[src/rtl/tree_pkg.sv]
`default_nettype none
// +--------------------------------------------------------------------------+
// | Module   : tree_pkg                                                      |
// | Brief    : Shared types and default dependency-table contents for the    |
// |            message-hierarchy path tracker.                               |
// | Revision : 1.0                                                          |
// +--------------------------------------------------------------------------+
package tree_pkg;

    localparam int unsigned c_def_num_levels = 2;
    localparam int unsigned c_def_num_msgs   = 2;
    localparam int unsigned c_def_id_w       = 8;
    localparam int unsigned c_def_node_w     = 1;

    typedef enum logic [1:0] {
        OP_PUSH  = 2'b00,
        OP_POP   = 2'b01,
        OP_CLEAR = 2'b10,
        OP_QUERY = 2'b11
    } op_e;

    typedef logic [c_def_id_w-1:0]                identifier_t;
    typedef identifier_t [c_def_num_levels-1:0]   path_t;
    typedef logic [c_def_node_w-1:0]              node_data_t;

    // Default table: level 0 sits in the low identifier slot
    localparam path_t      c_def_path_e0 = {8'h00, 8'hAA};
    localparam node_data_t c_def_node_e0 = 1'b0;
    localparam path_t      c_def_path_e1 = {8'hBB, 8'hAA};
    localparam node_data_t c_def_node_e1 = 1'b1;

endpackage
`default_nettype wire

[src/rtl/tree_path_matcher.sv]
`default_nettype none
// +--------------------------------------------------------------------------+
// | Module   : tree_path_matcher                                             |
// | Brief    : Combinational lookup of a path against every valid table      |
// |            entry; lowest matching index wins.                            |
// | Revision : 1.0                                                          |
// +--------------------------------------------------------------------------+
module tree_path_matcher #(
    parameter  int unsigned NUM_LEVELS = 2,
    parameter  int unsigned NUM_MSGS   = 2,
    parameter  int unsigned ID_W       = 8,
    parameter  int unsigned NODE_W     = 1,
    localparam int unsigned PATH_W     = NUM_LEVELS * ID_W,
    localparam int unsigned IDX_W      = (NUM_MSGS > 1) ? $clog2(NUM_MSGS) : 1
) (
    input  logic                       i_en,
    input  logic [PATH_W-1:0]          i_path,
    input  logic [NUM_MSGS*PATH_W-1:0] i_tbl_path,
    input  logic [NUM_MSGS-1:0]        i_tbl_valid,
    input  logic [NUM_MSGS*NODE_W-1:0] i_tbl_node,
    output logic                       o_hit,
    output logic [IDX_W-1:0]           o_idx,
    output logic [NODE_W-1:0]          o_node_data
);

    logic [NUM_MSGS*NUM_LEVELS-1:0] w_lvl_eq;
    logic [NUM_MSGS-1:0]            w_match;

    generate
        for (genvar e = 0; e < NUM_MSGS; e++) begin : g_entry
            for (genvar l = 0; l < NUM_LEVELS; l++) begin : g_level
                assign w_lvl_eq[e*NUM_LEVELS + l] =
                    (i_tbl_path[e*PATH_W + l*ID_W +: ID_W] == i_path[l*ID_W +: ID_W]);
            end
            // Every level must agree, including the zero-filled unused ones
            assign w_match[e] = i_en & i_tbl_valid[e] & (&w_lvl_eq[e*NUM_LEVELS +: NUM_LEVELS]);
        end
    endgenerate

    // Priority encoder: scan from the top so the lowest index is written last
    always_comb begin
        o_hit       = 1'b0;
        o_idx       = '0;
        o_node_data = '0;
        for (int i = NUM_MSGS - 1; i >= 0; i--) begin
            if (w_match[i]) begin
                o_hit       = 1'b1;
                o_idx       = IDX_W'(i);
                o_node_data = i_tbl_node[i*NODE_W +: NODE_W];
            end
        end
    end

endmodule
`default_nettype wire

[src/rtl/tree_path_tracker.sv]
`default_nettype none
// +--------------------------------------------------------------------------+
// | Module   : tree_path_tracker                                             |
// | Brief    : Identifier stack for the message hierarchy with a writable    |
// |            dependency table; resolves the active path after each op.     |
// | Revision : 1.0                                                          |
// +--------------------------------------------------------------------------+
module tree_path_tracker
    import tree_pkg::*;
#(
    parameter  int unsigned NUM_LEVELS = 2,
    parameter  int unsigned NUM_MSGS   = 2,
    parameter  int unsigned ID_W       = 8,
    parameter  int unsigned NODE_W     = 1,
    localparam int unsigned PATH_W     = NUM_LEVELS * ID_W,
    localparam int unsigned IDX_W      = (NUM_MSGS > 1) ? $clog2(NUM_MSGS) : 1,
    localparam int unsigned DEPTH_W    = $clog2(NUM_LEVELS + 1)
) (
    input  logic               clk,
    input  logic               rst_n,
    input  logic               in_valid,
    output logic               in_ready,
    input  logic [1:0]         in_op,
    input  logic [ID_W-1:0]    in_id,
    output logic               out_valid,
    input  logic               out_ready,
    output logic               out_hit,
    output logic [IDX_W-1:0]   out_msg_idx,
    output logic [NODE_W-1:0]  out_node_data,
    output logic [DEPTH_W-1:0] out_depth,
    output logic               out_err,
    input  logic               cfg_we,
    input  logic [IDX_W-1:0]   cfg_addr,
    input  logic [PATH_W-1:0]  cfg_path,
    input  logic [NODE_W-1:0]  cfg_node_data,
    input  logic               cfg_en
);

    localparam logic [DEPTH_W-1:0] c_full  = DEPTH_W'(NUM_LEVELS);
    localparam logic [DEPTH_W-1:0] c_one   = DEPTH_W'(1);

    // Stack and depth
    logic [PATH_W-1:0]  r_stack;
    logic [DEPTH_W-1:0] r_depth;

    // Dependency table
    logic [NUM_MSGS*PATH_W-1:0] r_tbl_path;
    logic [NUM_MSGS-1:0]        r_tbl_valid;
    logic [NUM_MSGS*NODE_W-1:0] r_tbl_node;

    // Result register stage
    logic               r_out_valid;
    logic               r_out_hit;
    logic [IDX_W-1:0]   r_out_idx;
    logic [NODE_W-1:0]  r_out_node;
    logic [DEPTH_W-1:0] r_out_depth;
    logic               r_out_err;

    // Accept-cycle combinational state
    op_e                w_op;
    logic               w_accept;
    logic               w_err;
    logic [PATH_W-1:0]  w_next_stack;
    logic [DEPTH_W-1:0] w_next_depth;
    logic [PATH_W-1:0]  w_resolve_path;
    logic               w_match_en;
    logic               w_hit;
    logic [IDX_W-1:0]   w_idx;
    logic [NODE_W-1:0]  w_node;

    assign w_op     = op_e'(in_op);
    assign in_ready = !r_out_valid || out_ready;
    assign w_accept = in_valid && in_ready;

    // Next stack/depth for the requested op; errors leave state untouched
    always_comb begin
        w_next_stack = r_stack;
        w_next_depth = r_depth;
        w_err        = 1'b0;
        case (w_op)
            OP_PUSH: begin
                if ((in_id == '0) || (r_depth == c_full)) begin
                    w_err = 1'b1;
                end else begin
                    for (int l = 0; l < NUM_LEVELS; l++) begin
                        if (DEPTH_W'(l) == r_depth) begin
                            w_next_stack[l*ID_W +: ID_W] = in_id;
                        end
                    end
                    w_next_depth = r_depth + c_one;
                end
            end
            OP_POP: begin
                if (r_depth == '0) begin
                    w_err = 1'b1;
                end else begin
                    w_next_depth = r_depth - c_one;
                    for (int l = 0; l < NUM_LEVELS; l++) begin
                        if (DEPTH_W'(l) == w_next_depth) begin
                            w_next_stack[l*ID_W +: ID_W] = '0;
                        end
                    end
                end
            end
            OP_CLEAR: begin
                w_next_stack = '0;
                w_next_depth = '0;
            end
            default: begin
                // QUERY re-resolves the current path without changing it
            end
        endcase
    end

    // Post-op path with levels at or above the new depth forced to zero
    always_comb begin
        w_resolve_path = '0;
        for (int l = 0; l < NUM_LEVELS; l++) begin
            if (DEPTH_W'(l) < w_next_depth) begin
                w_resolve_path[l*ID_W +: ID_W] = w_next_stack[l*ID_W +: ID_W];
            end
        end
    end

    // An empty path or a rejected op never reports a hit
    assign w_match_en = !w_err && (w_next_depth != '0);

    tree_path_matcher #(
        .NUM_LEVELS (NUM_LEVELS),
        .NUM_MSGS   (NUM_MSGS),
        .ID_W       (ID_W),
        .NODE_W     (NODE_W)
    ) u_matcher (
        .i_en        (w_match_en),
        .i_path      (w_resolve_path),
        .i_tbl_path  (r_tbl_path),
        .i_tbl_valid (r_tbl_valid),
        .i_tbl_node  (r_tbl_node),
        .o_hit       (w_hit),
        .o_idx       (w_idx),
        .o_node_data (w_node)
    );

    // Commit stack and depth when an op is accepted
    always_ff @(posedge clk or negedge rst_n) begin
        if (!rst_n) begin
            r_stack <= '0;
            r_depth <= '0;
        end else if (w_accept) begin
            r_stack <= w_next_stack;
            r_depth <= w_next_depth;
        end
    end

    // Table writes bypass the handshake; an op in the same cycle sees the old entry
    generate
        for (genvar e = 0; e < NUM_MSGS; e++) begin : g_tbl
            always_ff @(posedge clk or negedge rst_n) begin
                if (!rst_n) begin
                    r_tbl_path[e*PATH_W +: PATH_W] <= '0;
                    r_tbl_node[e*NODE_W +: NODE_W] <= '0;
                    r_tbl_valid[e]                 <= 1'b0;
                end else if (cfg_we && (cfg_addr == IDX_W'(e))) begin
                    r_tbl_path[e*PATH_W +: PATH_W] <= cfg_path;
                    r_tbl_node[e*NODE_W +: NODE_W] <= cfg_node_data;
                    r_tbl_valid[e]                 <= cfg_en;
                end
            end
        end
    endgenerate

    // Single-entry result buffer: load on accept, drain when consumed
    always_ff @(posedge clk or negedge rst_n) begin
        if (!rst_n) begin
            r_out_valid <= 1'b0;
            r_out_hit   <= 1'b0;
            r_out_idx   <= '0;
            r_out_node  <= '0;
            r_out_depth <= '0;
            r_out_err   <= 1'b0;
        end else if (w_accept) begin
            r_out_valid <= 1'b1;
            r_out_hit   <= w_hit;
            r_out_idx   <= w_idx;
            r_out_node  <= w_node;
            r_out_depth <= w_next_depth;
            r_out_err   <= w_err;
        end else if (out_ready) begin
            r_out_valid <= 1'b0;
        end
    end

    assign out_valid     = r_out_valid;
    assign out_hit       = r_out_hit;
    assign out_msg_idx   = r_out_idx;
    assign out_node_data = r_out_node;
    assign out_depth     = r_out_depth;
    assign out_err       = r_out_err;

endmodule
`default_nettype wire

[config.mk]
export PLATFORM = sky130hd
export DESIGN_NAME = tree_path_tracker
export DESIGN_NICKNAME = d
export VERILOG_FILES = /design/src/rtl/tree_pkg.sv /design/src/rtl/tree_path_matcher.sv /design/src/rtl/tree_path_tracker.sv
export SDC_FILE = /design/constraint.sdc
export NUM_CORES = 1
export LEC_CHECK = 0
export ABC_AREA = 0
export CELL_PAD_IN_SITES_DETAIL_PLACEMENT = 0
export CELL_PAD_IN_SITES_GLOBAL_PLACEMENT = 2
export CORE_MARGIN = 10
export CORE_UTILIZATION = 35
export CTS_BUF_LIST = sky130_fd_sc_hd__clkbuf_4 sky130_fd_sc_hd__clkbuf_8
export DETAILED_ROUTE_END_ITERATION = 10
export PLACE_DENSITY = 0.88
export SLEW_MARGIN = 20
export SYNTH_ARGS = -nofsm -noshare
export SYNTH_HDL_FRONTEND = slang
export SYNTH_HIERARCHICAL = 1
export SYNTH_SLANG_ARGS = --single-unit
[constraint.sdc]
create_clock -name clk -period 3.3 [get_ports clk]
set_clock_uncertainty 0.15 [all_clocks]
set_input_delay 0.66 -clock clk [delete_from_list [all_inputs] [get_ports clk]]
set_output_delay 0.66 -clock clk [all_outputs]
set_load 0.03 [all_outputs]
==> impl_metrics.env <==
export IMPL_status="finished with violations"
export IMPL_violations="negative setup slack"
export IMPL_grt_max_degree=60
export IMPL_ios=42
export IMPL_diodes=0
export IMPL_slowest_stage="dfrtp_1"
export IMPL_cts_tree="yes"
export IMPL_p_total_mw=2.78
export IMPL_htree_levels=3
export IMPL_globalRouteTotalUtil_pct=14.3
export IMPL_final_max_slew_viol_count=0
export IMPL_drt_wl_total_mm=9.87
export IMPL_drive_gt1_share_pct=45.2
export IMPL_clk_pin_slew_ns=0.08
export IMPL_setup_slack_ns=-0.392
export IMPL_most_common_layout_cells="buf_4 (89), dfrtp_1 (58), mux2_2 (37)"
export IMPL_dieArea_sq_um=13900
export IMPL_yosys_warnings=6
export IMPL_avgSynthCellArea_sq_um=11.6
export IMPL_dp_slack_ns=-1.26
export IMPL_ant_nets=0
export IMPL_worst_path_max_fanout=7
export IMPL_ys_types=50
export IMPL_mappedNetlistArea_sq_um=3350
export IMPL_initialDrtViolationCount=109
export IMPL_ctsHoldBuffers=0
export IMPL_tightest_slew_ns=0.814
export IMPL_clock_sinks=59
export IMPL_crit_path_max_incr_delay_ns=0.46
export IMPL_rows=35
export IMPL_insertion_delay_ns=0.35
export IMPL_cp_data_required_time_ns=3.39
export IMPL_dieWidth_um=118
export IMPL_ys_seq_area_share_pct=44.1
export IMPL_drtPass1Iterations=4
export IMPL_final_common_cell="buf_4"
export IMPL_antenna_found_initial=0
export IMPL_period_minus_slack_ns=3.69
export IMPL_core_sq_um=9280
export IMPL_synth_seq_cells=59
export IMPL_drcViolationCount=0
export IMPL_ir_drop_mv=0.343
export IMPL_grt_pass1_wl_mm=16.1
export IMPL_crit_path_frequent_cell="buf_4"
export IMPL_fmax_mhz=271
export IMPL_grt_pass1_vias=3091
export IMPL_portBuffers=41
export IMPL_avgViaCountPerCell=5.17
export IMPL_end_kind="flip-flop"
export IMPL_initial_utilization_pct=36.1
export IMPL_synth_cells=288
export IMPL_max_cap_violations=0
export IMPL_post_route_period_util_pct=112
export IMPL_crit_family="simple AND/OR/NAND/NOR gates"
export IMPL_clockBufferDepth=2
export IMPL_hold_path_class="in2async"
export IMPL_cts_buffers_inserted=9
export IMPL_globalplace_congestion=0.938
export IMPL_synth_edf_count=0
export IMPL_final_hold_viol_count=0
export IMPL_setup_viol=3
export IMPL_relSlewSlack_pct=45.6
export IMPL_area_growth_pct=45.8
export IMPL_wl_per_cell_um=17.7
export IMPL_power_density_nw_per_um2=570
export IMPL_grt_ovfl_total=0
export IMPL_synthFlopType="dfrtp_1"
export IMPL_rsz0062_at_grt="true"
export IMPL_cts_root_buf="clkbuf_8"
export IMPL_cp_start_kind="flip-flop"
export IMPL_num_fill_cells=863
export IMPL_p_leak_nw=2.07
export IMPL_crit_chain="ha_1, buf_4, nor4b_4, buf_4, o21ai_0, a21oi_2, buf_4, xnor2_1, nand4_1, or4_4, nor4_4, mux2_4, mux2_4"
export IMPL_hpwl_mm=7.47
export IMPL_fin_nets=464
export IMPL_critPathKind="reg2reg"
export IMPL_die_h_um=118
export IMPL_critPathBufInv=3
export IMPL_route_vias_total=2883
export IMPL_async_flop_share_pct=100
export IMPL_syn_nets=328
export IMPL_cp_arrival_ns=3.78
-- routing by layer --
metal / global-route usage, % / up-vias / wire, um / part of all wire [%]
met1: 17.5 / 1416 / 4400 / 45
met4: 4.87 / 0 / 158 / 1.6
met3: 3.93 / 16 / 428 / 4.3
met5: 0 / - / 0 / 0
li1: - / 1372 / - / -
met2: 23.8 / 79 / 4890 / 49
-- power by group --
part,internal [mW],switching [mW]
clock network,0.375,0.326
registers,0.858,0.107
logic,0.594,0.523
-- final cells by class --
type | instances | area [sq um] | area share [%]
inverters | 5 | 21.3 | 0.436
well taps | 129 | 161 | 3.31
repair buffers | 135 | 1120 | 22.9
flip-flops and latches | 59 | 1480 | 30.3
clock buffers | 10 | 138 | 2.82
clock inverters | 6 | 71.3 | 1.46
multi-input cells | 214 | 1900 | 38.8
-- path summary, 6_finish.rpt --
kind                               startpoint        endpoint  slack (ns)  cells after the start
worst min-delay path                    rst_n  r_tbl_path[21]        0.30                      2
max in group asynchronous               rst_n    out_depth[0]        2.15                      2
worst min register to register  r_tbl_node[1]   r_tbl_node[1]        0.35                      1
worst max-delay path             out_depth[1]   out_node_data       -0.39                     13
min in group clk                r_tbl_node[1]   r_tbl_node[1]        0.35                      1
worst max register to register   out_depth[1]   out_node_data       -0.39                     13
-- flip-flops by register name, summed over array words and instances, names as in the netlist --
| register | count |
|---|---|
| out_valid | 1 |
| r_tbl_node | 2 |
| out_depth | 2 |
| out_err | 1 |
| r_tbl_valid | 2 |
| out_msg_idx | 1 |
| r_tbl_path | 32 |
| out_node_data | 1 |
| r_stack | 16 |
| out_hit | 1 |
-- timing repair --
action,in CTS,in global routing
cloned,1,0
endpoints found under the setup margin,3,3
gates resized for setup,61,15
buffers inserted,7,2
pin swaps,16,11
-- worst reg2reg max path, stage by stage (launching register included) --
cell and delay [ns]:
dfrtp_1 0.46, ha_1 0.32, buf_4 0.18, nor4b_4 0.31, buf_4 0.21, o21ai_0 0.12, a21oi_2 0.21, buf_4 0.16
xnor2_1 0.11, nand4_1 0.13, or4_4 0.45, nor4_4 0.19, mux2_4 0.32, mux2_4 0.27
-- synth_stat cells (all sizes together), types with 4 or more instances --
| cell type | n | area (sq um) |
|---|---|---|
| inv | 4 | 15.0 |
| buf | 6 | 57.6 |
| clkbuf | 4 | 15.0 |
| a22o | 11 | 96.3 |
| nand2 | 10 | 37.5 |
| ha | 6 | 75.1 |
| dfrtp | 59 | 1480 |
| a21oi | 13 | 65.1 |
| nand2b | 4 | 25.0 |
| xnor2 | 26 | 228 |
| mux2 | 41 | 462 |
| a32o | 4 | 40.0 |
| nor4 | 4 | 40.0 |
| o2bb2ai | 4 | 35.0 |
| nand3 | 9 | 50.1 |
| o21ai | 11 | 55.1 |
| nor2 | 11 | 43.8 |
| nor3b | 5 | 37.5 |
| nand4 | 8 | 50.1 |
| xor2 | 6 | 52.6 |
| a32oi | 10 | 87.6 |
| a21o | 4 | 38.8 |
-- stage by stage --
| stage | cell area [sq um] | cells | hold WS (ns) | utilization (%) | TNS, ns |
|---|---|---|---|---|---|
| after floorplan | 3360 | 288 | 0.214 | - | -0.784 |
| after global routing | 4880 | 558 | 0.361 | 52.6 | -1.11 |
| after detailed placement | 4490 | 533 | 0.334 | 48.4 | -3.31 |
| after global placement | 4490 | 533 | 0.334 | 48.4 | -3.33 |
| final | 4880 | 558 | 0.301 | 52.6 | -0.773 |
| after CTS | 4840 | 557 | 0.327 | 52.2 | -1.12 |
-- cell families (layout without fill, tap and decap cells) --
logic type	count (synthesis)	in the layout	synth area share (%)
multiplexers	42	42	14.1
flip-flops	59	59	44.1
buffers and inverters	15	156	2.73
AND/OR/NAND/NOR	63	63	11.7
adder cells (fa/ha/maj)	6	6	2.24
AO/OA/AOI/OAI	71	71	16.8
XOR/XNOR	32	32	8.37
No activity file was read; power rests on OpenSTA's default activity.
==> edit 1, RTL diff (config.mk and constraints unchanged) <==
Make the reset (`rst_n`) synchronous in 3 clocked blocks.
--- a/src/rtl/tree_path_tracker.sv
+++ b/src/rtl/tree_path_tracker.sv
@@ -142,7 +142,7 @@
     );
 
     // Commit stack and depth when an op is accepted
-    always_ff @(posedge clk or negedge rst_n) begin
+    always_ff @(posedge clk) begin
         if (!rst_n) begin
             r_stack <= '0;
             r_depth <= '0;
@@ -155,7 +155,7 @@
     // Table writes bypass the handshake; an op in the same cycle sees the old entry
     generate
         for (genvar e = 0; e < NUM_MSGS; e++) begin : g_tbl
-            always_ff @(posedge clk or negedge rst_n) begin
+            always_ff @(posedge clk) begin
                 if (!rst_n) begin
                     r_tbl_path[e*PATH_W +: PATH_W] <= '0;
                     r_tbl_node[e*NODE_W +: NODE_W] <= '0;
@@ -170,7 +170,7 @@
     endgenerate
 
     // Single-entry result buffer: load on accept, drain when consumed
-    always_ff @(posedge clk or negedge rst_n) begin
+    always_ff @(posedge clk) begin
         if (!rst_n) begin
             r_out_valid <= 1'b0;
             r_out_hit   <= 1'b0;
Formal check against the unedited RTL: differs if rst_n is asserted again (counterexample within 4 cycles, from zero or initial values and one cycle with rst_n low); with rst_n held inactive, the same outputs for 4 cycles.
==> edit 1 against the original RTL <==
Die area decreased by 4.0%. Wire length grew 5.6%. Worst setup slack worse by 21 ps. Design area shrank 4.8%. Via count up 14%. First-iteration DRC count increased by 42%. The run still ends with negative setup slack left. Area after synthesis decreased by 4.8%. Sequential cell count unchanged.
Power is not compared: it rests on default switching activity, and its combinational part moved more than twofold at a synthesized area within 25%.
==> edit 1: results (changes against the original RTL) <==
Global routing
  • Routing usage on met2: 0.2647 (+0.02692)
  • M1 GR Usage: 0.1884 (+0.01370)
  • GR Util met3: 0.04031 (+0.0009815)
  • Largest net degree at the start of global routing: 34 (-43%)
  • First-pass GRT wire length: 16490 um (+2.6%)

Route
  • Vias/cell: 5.191 (+0.46%)
  • M1 WL: 4631 um (+5.3%)
  • Metal3 WL: 531 um (+24%)

Run status
  • Failing checks: negative setup slack
  • Outcome: complete, but fails checks

Synthesis
  • Async S/R FF share, synth: 0 (-1.000)
  • Synth Area in Adders: 0.02356 (+0.001136)
  • Synth area leaders: dfxtp_1 (37%), nand2_1 (14%), a21oi_1 (8.6%)
  • Synth top cells by count: nand2_1 (117), dfxtp_1 (59), a21oi_1 (55)
  • XOR/XNOR share of the synthesized area: 0.08795 (+0.004240)
  • Mux contribution to synthesized area: 0.009815 (-0.1311)
  • Sequential area share after synthesis: 0.3706 (-0.07032)
  • Syn Nets: 459 (+40%)
  • Post-synth cell types: 43 (-14%)
  • Most common cell in the netlist: nand2_1

Final layout
  • Area growth from synthesis to layout: 45.86% (about the same)
  • Nets: 562 (+21%)

Worst setup path
  • R2R cell count: 16 (+3)
  • Crit Path Max Fanout: 8 (+1)
  • Worst EP arrival: 3790 ps (about the same)

Placed design
  • HPWL after detailed placement: 7364 um (-1.4%)

STA
  • Slew margin rel.: 0.5065 (+0.05058)
  • Setup-failing EPs final: 3 (unchanged)
  • Slack of the critical path: -413.3 ps (-21.18 ps)
edit 1: layout make-up:
class / count / share of cell area
timing repair buffer: 114 / 0.2110
clock inverter: 7 / 0.01131
multi-input combinational: 332 / 0.4630
sequential: 59 / 0.2541
inverter: 6 / 0.004845
tap: 108 / 0.02907
clock buffer: 9 / 0.02665
edit 1: critical path, stage by stage:
cell      delay [ps]
buf_6             90
or4_4            550
buf_6            140
nor4_4           270
a21oi_2           60
buf_4            160
a21boi_4         170
buf_12           170
a31oi_4           50
xnor2_1          160
nand4_1           90
or4_4            560
nor4_4           190
mux2_4           330
nand2_2           60
a21oi_2           50
edit 1: stage by stage:
step	setup TNS (ps)	setup WS (ps)	hold slack [ps]	instances
floorplan	-1455	-649.1	281.9	419
global placement	-3572	-1282	297.1	608
finish	-1038	-413.3	310.6	635
global route	-1465	-536.0	335.5	635
detailed placement	-3688	-1315	303.3	608
CTS	-1195	-463.7	313.0	632
==> edit 2, RTL diff (same flow settings) <==
Made on the original files. `ID_W` is set to 8 in 2 places; all go to 6.
--- a/src/rtl/tree_path_matcher.sv
+++ b/src/rtl/tree_path_matcher.sv
@@ -8,7 +8,7 @@
 module tree_path_matcher #(
     parameter  int unsigned NUM_LEVELS = 2,
     parameter  int unsigned NUM_MSGS   = 2,
-    parameter  int unsigned ID_W       = 8,
+    parameter  int unsigned ID_W       = 6,
     parameter  int unsigned NODE_W     = 1,
     localparam int unsigned PATH_W     = NUM_LEVELS * ID_W,
     localparam int unsigned IDX_W      = (NUM_MSGS > 1) ? $clog2(NUM_MSGS) : 1
--- a/src/rtl/tree_path_tracker.sv
+++ b/src/rtl/tree_path_tracker.sv
@@ -10,7 +10,7 @@
 #(
     parameter  int unsigned NUM_LEVELS = 2,
     parameter  int unsigned NUM_MSGS   = 2,
-    parameter  int unsigned ID_W       = 8,
+    parameter  int unsigned ID_W       = 6,
     parameter  int unsigned NODE_W     = 1,
     localparam int unsigned PATH_W     = NUM_LEVELS * ID_W,
     localparam int unsigned IDX_W      = (NUM_MSGS > 1) ? $clog2(NUM_MSGS) : 1,
Ports: changed (resized cfg_path and in_id); port bits go from 42 to 36. No check against the original RTL was run, so the function may have changed too.
==> edit 2 against the original RTL <==
Wire length decreased by 34%. Worst setup slack gained 470 ps. Register-to-register slack gained 490 ps. Design area decreased by 25%. Clock power down 46%. First-iteration DRC count decreased by 54%. Area after synthesis down 23%. Sequential cell count shrank 12. Total power fell by 34%. Cell count fell by 28%. Critical path type is now in -> reg. Largest cell class unchanged.
==> edit 2: results (changes against the original RTL) <==
Run status
  • Outcome: complete, no violations

Route
  • Metal3 WL: 278 um (-35%)
  • M1 WL: 3047 um (-31%)
  • DR vias: 2057 (-29%)
  • DRT Wirelength: 6561 um (-34%)
  • Met2 WL: 3162 um (-35%)
  • Number of DRC markers in iteration 0: 50 (-54%)

Placed design
  • HPWL after detailed placement: 4877 um (-35%)
  • Placer's final routability congestion estimate: 0.8047 (-14%)
  • Area of placed instances: 0.003316 mm2 (-26%)
  • Buffers added on ports: 35 (-15%)

Synthesis
  • Synth area leaders: dfrtp_1 (46%), mux2_2 (14%), xnor2_1 (4.7%)
  • Synth top cells by count: dfrtp_1 (47), mux2_2 (33), nor2_1 (16)
  • Syn Nets: 259 (-21%)
  • Synth Instances: 225 (-22%)

STA
  • Setup-failing EPs final: 0 (-3)
  • Slew margin rel.: 0.5796 (+0.1237)

Worst setup path
  • Worst EP arrival: 3270 ps (-510 ps)
  • R2R cell count: 12 (-1)
  • R2R Path End: out_msg_idx
  • Worst setup endpoint: out_msg_idx
  • Slowest cell on the critical path: or4_4
  • Worst R2R Start: out_depth[0]
  • Crit path largest cell delay: 560 ps (+100 ps)

Final layout
  • Clk tree area frac: 0.02703 (-0.01578)
  • Layout non-clock buf frac: 0.1882 (-0.04050)
  • Number of non-clock inverters: 6 (+1)
  • Layout cell share with drive strength beyond 1: 0.4539 (+0.001733)
  • Sequential cell area: 0.001179 mm2 (-20%)
  • Multi-input combinational area share: 0.4225 (+0.03415)
  • Clock buffer count: 6 (-4)
  • Multi-input gate count: 164 (-23%)
  • Top flop regs: r_tbl_path (24), r_stack (12)
  • Final cell count without fillers: 403 (-28%)
  • Non-clock buffer count: 79 (-41%)

Pwr
  • VDD IR max: 233.7 uV (-32%)
  • Pleak: 1.551 nW (-25%)

Clock tree
  • Clock Sinks: 47 (-20%)
  • H-tree lvl count: 2 (-1)

Global routing
  • First-pass GRT wire length: 10920 um (-32%)
  • Number of global-route vias before repair: 2170 (-30%)
## edit 2: cell types whose count changed after synthesis, sizes merged, moves of 4 or more
cell,change
xnor2,-12
a21oi,-9
dfrtp,-12
mux2,-8
nand3,-5
nand4,-4
nor3b,-5
o21ai,-4
a22oi,+7
a32oi,-9
xor2,+5
nor2,+6
## edit 2: worst min path at each step
| stage | slack [ps] | depth (start not counted) | to | from |
|---|---|---|---|---|
| 6_report | 210 | 1 | out_hit | rst_n |
| 5_1_grt | 250 | 1 | r_tbl_path[8] | rst_n |
| 4_1_cts | 220 | 1 | r_tbl_node[1] | rst_n |
| 3_5_place_dp | 330 | 1 | r_stack[3] | r_stack[3] |
| 3_3_place_gp | 320 | 2 | out_err | out_err |
| 2_1_floorplan | 210 | 0 | out_depth[0] | rst_n |
## edit 2: power groups by stage
stage	registers, W	logic (W)	clock network [W]
final	0.000746	0.000722	0.000380
after global routing	0.000759	0.000787	0.000412
after CTS	0.000743	0.000687	0.000389
after detailed placement	0.000750	0.000626	0
after global placement	0.000747	0.000619	0
after floorplan	0.000761	0.000359	0
## edit 2: cells by family (layout without fill, tap and decap cells)
logic type	after synthesis	in the layout	synth area share
and+or+nand+nor	55	55	0.1173
DFF	47	47	0.4554
AOI/OAI and AO/OA	43	43	0.1410
muxes	35	35	0.1516
xor gates and xnor gates	25	25	0.08479
buffers and inverters	14	93	0.02083
adders and majority gates	6	6	0.02907
## edit 2: routing by layer
metal,global-route usage,vias to the layer above
met2,0.1895,54
met5,0,-
met3,0.02597,6
li1,-,975
met4,0.03095,0
met1,0.1558,1022
## edit 2: per-stage QoR
stage               power [W]    util
floorplan            0.001121       -
global placement     0.001366  0.4596
detailed placement   0.001376  0.4596
CTS                  0.001818  0.4936
global route         0.001958  0.5069
finish               0.001848  0.5069
